[src/rtl/pc_unit.sv]
// Registered program counter for the RV32 fetch stage: reset vector, stall,
// redirect, trap entry, halt/resume, optional flush bubble and misaligned-target capture.
module pc_unit #(
  parameter int              XLEN         = 32,
  parameter logic [XLEN-1:0] RESET_VECTOR = '0,
  parameter int              INC          = 4,
  parameter bit              FLUSH_BUBBLE = 1'b1
) (
  input  logic            clk,
  input  logic            rst_n,
  input  logic            stall_i,
  input  logic            redirect_i,
  input  logic [XLEN-1:0] redirect_target_i,
  input  logic            trap_i,
  input  logic [XLEN-1:0] trap_vec_i,
  input  logic            halt_i,
  input  logic            resume_i,
  output logic [XLEN-1:0] pc_o,
  output logic [XLEN-1:0] pc_plus_o,
  output logic            pc_valid_o,
  output logic            misalign_o,
  output logic [XLEN-1:0] misalign_addr_o,
  output logic [1:0]      state_o
);

  typedef enum logic [1:0] {
    BOOT = 2'b00,
    RUN  = 2'b01,
    HALT = 2'b10
  } state_t;

  // Compressed builds only require halfword alignment.
  localparam logic [XLEN-1:0] ALIGN_MASK = (INC == 2) ? XLEN'(1) : XLEN'(3);

  function automatic logic is_aligned(input logic [XLEN-1:0] addr);
    return (addr & ALIGN_MASK) == '0;
  endfunction

  function automatic logic [XLEN-1:0] force_align(input logic [XLEN-1:0] addr);
    return addr & ~ALIGN_MASK;
  endfunction

  state_t          state_p0, state_nxt;
  logic [XLEN-1:0] pc_p0, pc_nxt;
  logic            bubble_p0, bubble_nxt;
  logic            misalign_p0, misalign_nxt;
  logic [XLEN-1:0] misalign_addr_p0, misalign_addr_nxt;
  logic            vld_p0;
  logic [XLEN-1:0] pc_plus;

  assign pc_plus = pc_p0 + XLEN'(INC);
  assign vld_p0  = (state_p0 == RUN) && !bubble_p0;

  always_comb begin
    state_nxt         = state_p0;
    pc_nxt            = pc_p0;
    bubble_nxt        = 1'b0;
    misalign_nxt      = 1'b0;
    misalign_addr_nxt = misalign_addr_p0;
    case (state_p0)
      BOOT: state_nxt = RUN;
      RUN: begin
        if (trap_i) begin
          pc_nxt     = force_align(trap_vec_i);
          bubble_nxt = FLUSH_BUBBLE;
        end else if (redirect_i) begin
          if (is_aligned(redirect_target_i)) begin
            pc_nxt     = redirect_target_i;
            bubble_nxt = FLUSH_BUBBLE;
          end else begin
            misalign_nxt      = 1'b1;
            misalign_addr_nxt = redirect_target_i;
          end
        end else if (halt_i) begin
          state_nxt = HALT;
        end else if (!stall_i && !bubble_p0) begin
          // The bubble cycle re-presents the target rather than advancing past it.
          pc_nxt = pc_plus;
        end
      end
      HALT: begin
        if (trap_i) begin
          state_nxt  = RUN;
          pc_nxt     = force_align(trap_vec_i);
          bubble_nxt = FLUSH_BUBBLE;
        end else if (resume_i) begin
          state_nxt = RUN;
        end
      end
      default: state_nxt = BOOT;
    endcase
  end

  // Stage 0: fetch PC register
  always_ff @(posedge clk or negedge rst_n) begin
    if (!rst_n) begin
      state_p0         <= BOOT;
      pc_p0            <= RESET_VECTOR;
      bubble_p0        <= 1'b0;
      misalign_p0      <= 1'b0;
      misalign_addr_p0 <= '0;
    end else begin
      state_p0         <= state_nxt;
      pc_p0            <= pc_nxt;
      bubble_p0        <= bubble_nxt;
      misalign_p0      <= misalign_nxt;
      misalign_addr_p0 <= misalign_addr_nxt;
    end
  end

  assign pc_o            = pc_p0;
  assign pc_plus_o       = pc_plus;
  assign pc_valid_o      = vld_p0;
  assign misalign_o      = misalign_p0;
  assign misalign_addr_o = misalign_addr_p0;
  assign state_o         = state_p0;

endmodule
[config.mk]
export PLATFORM = sky130hd
export DESIGN_NAME = pc_unit
export DESIGN_NICKNAME = d
export VERILOG_FILES = /design/src/rtl/pc_unit.sv
export SDC_FILE = /design/constraint.sdc
export NUM_CORES = 1
export LEC_CHECK = 0
export CAP_MARGIN = 20
export CORE_ASPECT_RATIO = 1.25
export CORE_MARGIN = 4
export CORE_UTILIZATION = 47
export DETAILED_ROUTE_END_ITERATION = 7
export MAX_ROUTING_LAYER = met4
export PLACE_DENSITY = 0.89
export SLEW_MARGIN = 20
export SYNTH_ARGS = -nofsm -noshare
export SYNTH_HDL_FRONTEND = slang
export SYNTH_SLANG_ARGS = --single-unit
[constraint.sdc]
create_clock -name clk -period 5.6 [get_ports clk]
set_input_delay 1.4 -clock clk [delete_from_list [all_inputs] [get_ports clk]]
set_output_delay 1.4 -clock clk [all_outputs]
set_load 0.01 [all_outputs]
==> results of run 1 <==
## cells by family after synthesis
| family | Yosys count |
|---|---|
| AND/OR/NAND/NOR | 155 |
| AO/OA/AOI/OAI | 110 |
| flip-flops | 68 |
| buffers and inverters | 39 |
| multiplexers | 34 |
| XOR/XNOR | 27 |
| adder cells (fa/ha/maj) | 5 |
## cells in the mapped netlist (3+ instances only)
master,n,area [µm²]
xnor2_1,12,105
o22ai_1,3,18.8
mux2_2,32,360
a21oi_1,28,140
buf_2,4,20.0
and3_1,10,62.6
ha_1,5,62.6
clkbuf_1,21,78.8
xor2_1,15,131
nor2_1,29,109
o211ai_1,4,30.0
a2bb2oi_1,5,43.8
o21ai_0,27,135
nand4_1,5,31.3
nand2b_1,3,18.8
dfrtp_1,68,1700
o2bb2ai_1,8,70.1
inv_1,8,30.0
nand3_1,23,115
a31oi_1,6,37.5
or2_2,3,18.8
o21a_1,4,30.0
and4_1,3,26.3
nor3_1,4,20.0
buf_1,3,11.3
nand2_1,48,180
or3_1,6,37.5
and2_1,3,18.8
o22a_1,5,43.8
## through the flow
step | area, µm² | setup slack (ns)
final | 6010 | 1.07
after global placement | 5870 | 1.43
after detailed placement | 5870 | 1.36
after CTS | 6010 | 1.04
after floorplan | 4130 | 2.33
after global routing | 6010 | 0.930
## metal layers
layer	track usage	up-vias
met4	0.125	0
met5	-	-
li1	-	1886
met3	0.0399	27
met1	0.307	2051
met2	0.486	149
## registers in the layout, indices dropped and copies added (netlist names)
register         flops
misalign_o           1
misalign_addr_o     32
bubble_p0            1
pc_o                32
state_o              2
## worst paths after layout
path / from / cells after the start / endpoint / slack, ns
worst min register to register: misalign_addr_o[30] / 1 / misalign_addr_o[30] / 0.51
worst max register to register: state_o[0] / 7 / pc_o[12] / 2.88
worst min-delay path: misalign_addr_o[30] / 1 / misalign_addr_o[30] / 0.51
max in group asynchronous: rst_n / 1 / misalign_addr_o[22] / 3.83
min in group asynchronous: rst_n / 1 / misalign_o / 1.17
worst max-delay path: pc_o[2] / 6 / pc_plus_o[14] / 1.07
## worst max-delay path, stage by stage, from the launching register on
cell and delay (ns):
dfrtp_1 0.50, ha_1 0.30, nand4_1 0.25, nor3_1 0.61, and4_1 0.35, xor2_1 0.19
clkdlybuf4s50_1 0.58
## power by group through the flow
stage	logic, W	registers (W)	clock network [W]
after floorplan	0.000810	0.00106	0
after global placement	0.00182	0.000992	0
final	0.00188	0.00102	0.000338
after detailed placement	0.00187	0.00102	0
after global routing	0.00200	0.00106	0.000361
after CTS	0.00188	0.00101	0.000346
## cells in the final DEF, fill, tap and decap left out, types with 3 or more instances in the layout
cell             synthesis  final
or3_1                    6      6
a31oi_1                  6      6
xor2_1                  15     15
and4_1                   3      3
o22a_1                   5      5
inv_1                    8      8
o22ai_1                  3      3
clkdlybuf4s50_1          0    167
xnor2_1                 12     12
clkbuf_8                 0     10
a2bb2oi_1                5      5
or2_2                    3      3
o21a_1                   4      4
nand4_1                  5      5
nand2_1                 48     48
dfrtp_1                 68     68
a21oi_1                 28     28
o2bb2ai_1                8      8
mux2_2                  32     32
nor3_1                   4      4
and2_1                   3      3
o21ai_0                 27     27
nor2_1                  29     28
o211ai_1                 4      4
and3_1                  10     10
buf_4                    2      6
nand2b_1                 3      3
nand3_1                 23     23
ha_1                     5      5
## final cells by class
type                            count  area, µm²  share of cell area
Clock buffer                       12        145              0.0241
Inverter                            8       30.0             0.00499
Multi-Input combinational cell    331       2270               0.378
Sequential cell                    68       1700               0.283
Tap cell                          117        146              0.0243
Timing Repair Buffer              173       1720               0.285
==> results summary, run 1 <==
The internal power of the cells totals 0.00192 W. The number of violations of the max-capacitance limit came out at 0. Power comes to 0.00323 W. The area growth from synthesis to layout came out at 45.7%. The I/O pin total came out at 171. In this run the deepest clock path goes through 2 buffers.

STA classifies the critical path endpoint as a primary output. In this run the power density over the cells is 537 mW/mm². The cell count after synthesis is 438. The number of diodes added for antenna fixing came out at 0.

By area, the combinational part of the netlist is dominated by simple AND/OR/NAND/NOR gates. The flow ran to the end, and the final reports show no timing, DRC or antenna violations. The minimum period implied by the final worst setup slack is 4.53 ns. The number of cells in the finished layout apart from fillers is 709.

The sequential share of power is 0.315. For the worst setup path, the data arrival time is 3.13 ns. The via count of the first global-routing pass is 4431.

The number of nets produced by synthesis is 514. The die height came out at 113 µm. The highest metal layer with signal wires is met4. The first-pass iteration count of the detailed router came out at 4.

The share of post-route cells with drive strength above 1 is 0.113. Of the total power, combinational logic draws 0.580. Each instance of the synthesized netlist takes up on average 9.42 µm². The number of buffers created by CTS is 9. The wire-length estimate of the detail-placed layout is 9930 µm. Once layout is complete, the utilization of the core stands at 0.718. The number of placed instances with taps included came out at 697.

The clock share of power is 0.105. The portion of the post-synthesis area used by sequential elements came out at 0.412. Hold timing on the final database bottoms out at a slack of 0.509 ns. The clock latency reported for the late side of the worst-skew pair is 0.35 ns.

The count of buffers added on input and output ports is 168. The maximum vdd ir drop is 368 µV. The combined global-route utilization of all metal layers is 0.275. The data required time at the worst endpoint is 4.20 ns. The number of hold buffers added after CTS came out at 0.

The cell row count came out at 37. The die covers 0.0104 mm². The tree is rooted in a clkbuf_8. The net switching fraction of the power came out at 0.405. The vias after detailed routing is 4113. The total of endpoints with negative setup slack in the final report came out at 0. The number of filler instances in the final layout came out at 643.

The most used flip-flop cell after synthesis is dfrtp_1. The wire length on met2 came out at 7500 µm. The netlist uses 61 different library cells.

The simple logic cell fraction of the synthesized area is 0.208. The cell area after synthesis is 0.00413 mm². The initial antenna violation count is 0. The met1 routed wirelength after detailed routing came out at 5080 µm.

The period utilization came out at 0.809. The worst setup path is launched from a flop. The post-CTS resize count came out at 0.

The total overflow left after global routing is 0. In this run the worst hold path is classified as flop to flop. The x dimension of the die came out at 91.8 µm. The transition at the pin with the smallest max-transition slack is 1.04 ns. The headroom to the max-slew limit came out at 0.302. Setup repair after global routing left no endpoint under its margin. After detailed routing, the met3 layer carries 771 µm of wire.

The pin count of the biggest net entering global routing came out at 69. The synthesized-area fraction occupied by adder cells is 0.0152. The maximum fanout count along the critical path came out at 6. The level count of the clock H-tree came out at 3. The starting utilization of the core area came out at 0.493. The clock tree skew after final layout is 0.00732 ns.

Of the post-synthesis cell area, the part taken by muxes is 0.0921. The post-detailed-route wirelength per cell is 19.3 µm. The count of buffers added by post-CTS timing repair for setup came out at 0. The setup path with the least slack is of type flop to primary output. The total area inside the core boundary comes to 0.00838 mm².

The post-synthesis xor/xnor area fraction came out at 0.0573. The switching power of the nets is 0.00131 W. TritonCTS built the clock tree.

The final hold violation count came out at 0. After the first detailed-routing iteration, the DRC count stood at 241. The sum of negative setup slack is 0 ns. The clock-pin slew on the worst setup and hold paths came out at 0.07 ns. The first global-routing pass estimated 22300 µm of wire. Routability-driven placement finished with a final weighted congestion of 0.874. After synthesis, the share of flip-flops with an asynchronous set or reset is 1.00.

The number of storage elements in the synthesis netlist is 68. The post-detailed-routing wire length came out at 13700 µm. The number of nets with antenna violations after detailed routing is 0. For this design the static power due to leakage is 2.46 nW. In the routed layout, each cell is associated on average with a via count of 5.80. After detailed routing, the number of remaining DRC violations is 0. The upper clock frequency limit came out at 221 MHz.

The final net count came out at 667. The number of clock sinks came out at 68. The number of flops mapped to enable cells by yosys is 0. The compound-gate portion of the synthesized area came out at 0.175.

The max-slew violation count is 0. The number of warning messages in the yosys log is 0.
No activity file was read; power rests on OpenSTA's default activity.
==> inputs of run 2 (changes only) <==
--- a/config.mk
+++ b/config.mk
@@ -8,10 +8,10 @@
 export CAP_MARGIN = 20
 export CORE_ASPECT_RATIO = 1.25
 export CORE_MARGIN = 4
-export CORE_UTILIZATION = 47
+export CORE_UTILIZATION = 44
 export DETAILED_ROUTE_END_ITERATION = 7
 export MAX_ROUTING_LAYER = met4
-export PLACE_DENSITY = 0.89
+export PLACE_DENSITY = 0.84
 export SLEW_MARGIN = 20
 export SYNTH_ARGS = -nofsm -noshare
 export SYNTH_HDL_FRONTEND = slang
==> constraint.sdc (replaced) <==
create_clock -name clk -period 4.55 [get_ports clk]
set_input_delay 1.1375 -clock clk [delete_from_list [all_inputs] [get_ports clk]]
set_output_delay 1.1375 -clock clk [all_outputs]
set_load 0.01 [all_outputs]
==> run 2 against run 1 <==
Final cell count rose by 1.6%. Die area up 6.3%. Clock power is 110% higher. Clock-buffer cell count is 1 higher. Via count decreased by 0.85%. Sequential power grew 23%. Sequential cell count stayed put. Critical path type unchanged. Largest cell class unchanged.
==> results summary, run 2 (synthesis gave the netlist of run 1 again) <==
The run finished with clean final reports. The worst setup timing slack at the placement stage came to 0.700 ns (-0.660 ns). The sum of negative setup slack came out at 0 ns (unchanged). The startpoint identified for the worst hold timing path is misalign_addr_o[7]. The worst register-to-register path begins at state_o[0]. The number of buffers on the longest clock path is 2 (unchanged). The number of cells in the finished layout apart from fillers is 720 (+1.6%).

The number of buffers inserted by port buffering is 168 (unchanged). The number of nets with antenna violations after detailed routing is 0 (unchanged). The half-perimeter wire length after placement was 9970 µm (+0.44%). The max-slew violation count is 0 (unchanged). Setup repair after global routing left no endpoint under its margin. The area of the core region is 0.00917 mm² (+9.5%). The violation count after the first detailed-routing iteration came out at 145 (-40%). The number of hold buffers added after CTS came out at 0 (unchanged).

The kind of cell adding the most delay to the critical path is simple AND/OR/NAND/NOR gates. The worst endpoint data arrival time came out at 2.94 ns (-0.19 ns). The headroom to the max-slew limit is 0.387 (+0.0852).

In the finished design, the share of the clock period the worst path needs comes to 0.896. The weighted congestion at the end of routability-driven global placement is 0.827 (-5.4%). The clock tree skew after final layout came to 0.00654 ns (-0.000782 ns).

The final hold violation count was 0 (unchanged). The number of diodes added for antenna fixing is 0 (unchanged). The path with the worst hold slack has its endpoint at misalign_addr_o[7].

The path type of the worst min-delay path is flop to flop. The x dimension of the die was 94.6 µm (+3.1%). The residual DRC count came out at 0 (unchanged). The die area came out at 0.0110 mm² (+6.3%).

The pin count of the biggest net entering global routing was 69 (unchanged). The kind of critical path is flop to primary output. The number of clock sinks is 68 (unchanged).

The post-detailed-route wirelength per cell came out at 19.1 µm (-1.5%). The final cell utilization of the core came to 0.675 (-0.0431). The count of buffers added by post-CTS timing repair for setup is 0 (unchanged). The share of post-route cells with drive strength above 1 is 0.119 (+0.00575). The die height is 116 µm (+3.1%). The instance count along the most critical hold path is 1 (unchanged). The upper clock frequency limit came out at 245 MHz.

The number of buffers created by CTS is 9 (unchanged). The vias after detailed routing is 4078 (-0.85%). The number of violations of the max-capacitance limit is 0 (unchanged). The leakage power figure is 2.54 nW (+3.2%). The first-pass iteration count of the detailed router was 4 (unchanged).

The maximum fanout count along the critical path came to 8 (+2). The final setup slack of the worst path is 0.473 ns (-0.598 ns). The library cell used most frequently in the layout, excluding fill and tap cells, is clkdlybuf4s50_1. The first-pass GRT wire length came out at 21700 µm (-2.9%).

The tree is rooted in a clkbuf_16. The type of destination of the critical path is a primary output. The vias per cell is 5.66 (-2.4%). The slowest stage of the critical path is the clkdlybuf4s50_1 cell. The final net count came to 669 (+0.30%). The maximum vdd ir drop came out at 396 µV (+7.5%). The number of filler instances in the final layout came to 749 (+16%). The transition at the pin with the smallest max-transition slack is 0.919 ns (-0.125 ns). The post-CTS resize count is 0 (unchanged). The total of endpoints with negative setup slack in the final report came out at 0 (unchanged).

The starting utilization of the core area was 0.450 (-0.0427). The level count of the clock H-tree is 3 (unchanged). The CTS tree is built. The data required time at the worst endpoint is 3.41 ns (-0.79 ns).

The worst reg2reg path endpoint is pc_o[20]. The global-route congestion overflow total is 0 (unchanged). In the layout the commonest cells are clkdlybuf4s50_1, dfrtp_1, nand2_1. The cell row count is 39 (+5.4%). The areal power density over the cells came out at 686 mW/mm² (+28%). The number of placed instances with taps included is 705 (+1.1%).

The via count of the first global-routing pass came out at 4261 (-3.8%). The initial antenna violation count came to 0 (unchanged). The category of the worst setup path launch point is a flop. The peak per-stage delay on the critical path is 0.55 ns (-0.06 ns). The I/O pin total was 171 (unchanged). The worst setup slack for register-to-register paths is 1.98 ns (-0.90 ns). The combined global-route utilization of all metal layers came out at 0.262 (-0.0135). The buffer and inverter count on the worst path is 1 (unchanged). Walking the worst path, the cells encountered are ha_1 -> nand4_1 -> nor4_4 -> nand3_1 -> or2_2 -> nand2_1 -> clkdlybuf4s50_1.

The area growth from synthesis to layout came out at 50.0%. The minimum period implied by the final worst setup slack is 4.08 ns. The count of cells along the worst register-to-register path came out at 8 (+1). The post-detailed-routing wire length is 13700 µm (about the same). The clock latency reported for the late side of the worst-skew pair is 0.33 ns (-0.02 ns).

The post-route worst hold slack came out at 0.505 ns (-0.00421 ns). The clock-pin slew on the worst setup and hold paths came out at 0.05 ns (-0.02 ns).
[run 2: cell count changes in the layout (fill, tap and decap cells not counted)]
cell | previous run | this run
clkbuf_1 | 2 | 3
clkbuf_16 | 0 | 9
bufinv_16 | 0 | 1
clkbuf_8 | 10 | 1
buf_12 | 0 | 1
clkinv_2 | 0 | 1
buf_4 | 6 | 7
[run 2: final cells by class]
type	count	area, µm²	share of cell area
Tap cell	123	154	0.0249
Timing Repair Buffer	175	1740	0.282
Sequential cell	68	1700	0.275
Clock buffer	13	250	0.0404
Clock inverter	2	35.0	0.00566
Inverter	8	30.0	0.00485
Multi-Input combinational cell	331	2270	0.367
[run 2: how the worst max path moves through the flow]
stage	endpoint	from	cells past startpoint
floorplan	pc_plus_o[27]	pc_o[4]	6
global placement	pc_o[31]	redirect_i	6
detailed placement	pc_o[31]	redirect_i	6
CTS	pc_plus_o[28]	pc_o[2]	7
global route	pc_plus_o[28]	pc_o[2]	7
finish	pc_plus_o[28]	pc_o[2]	7
[run 2: routing by layer]
| layer | track usage | wire length (µm) | up-vias |
|---|---|---|---|
| met5 | - | 0 | - |
| met4 | 0.100 | 318 | 0 |
| met1 | 0.292 | 5340 | 2018 |
| li1 | - | - | 1900 |
| met3 | 0.0457 | 590 | 24 |
| met2 | 0.463 | 7470 | 136 |
[run 2: worst register-to-register path, cell delays in order (launching register included)]
cell     delay, ns
dfrtp_1       0.41
inv_1         0.11
ha_1          0.30
inv_1         0.07
a21oi_1       0.25
or3_1         0.61
buf_4         0.39
nor2_1        0.09
a22o_1        0.22
[run 2: power breakdown]
group          switching, W  leakage (nW)  total [W]  internal [W]
Combinational       0.00104          1.58    0.00231       0.00127
Sequential         0.000347         0.818    0.00125      0.000902
Clock              0.000258         0.140   0.000694      0.000436
Total               0.00164          2.54    0.00425       0.00261
[run 2: metrics by stage]
step                area, µm²  power [W]
floorplan                4130    0.00231
global placement         5900    0.00347
detailed placement       5900    0.00356
CTS                      6190    0.00427
global route             6190    0.00450
finish                   6190    0.00425
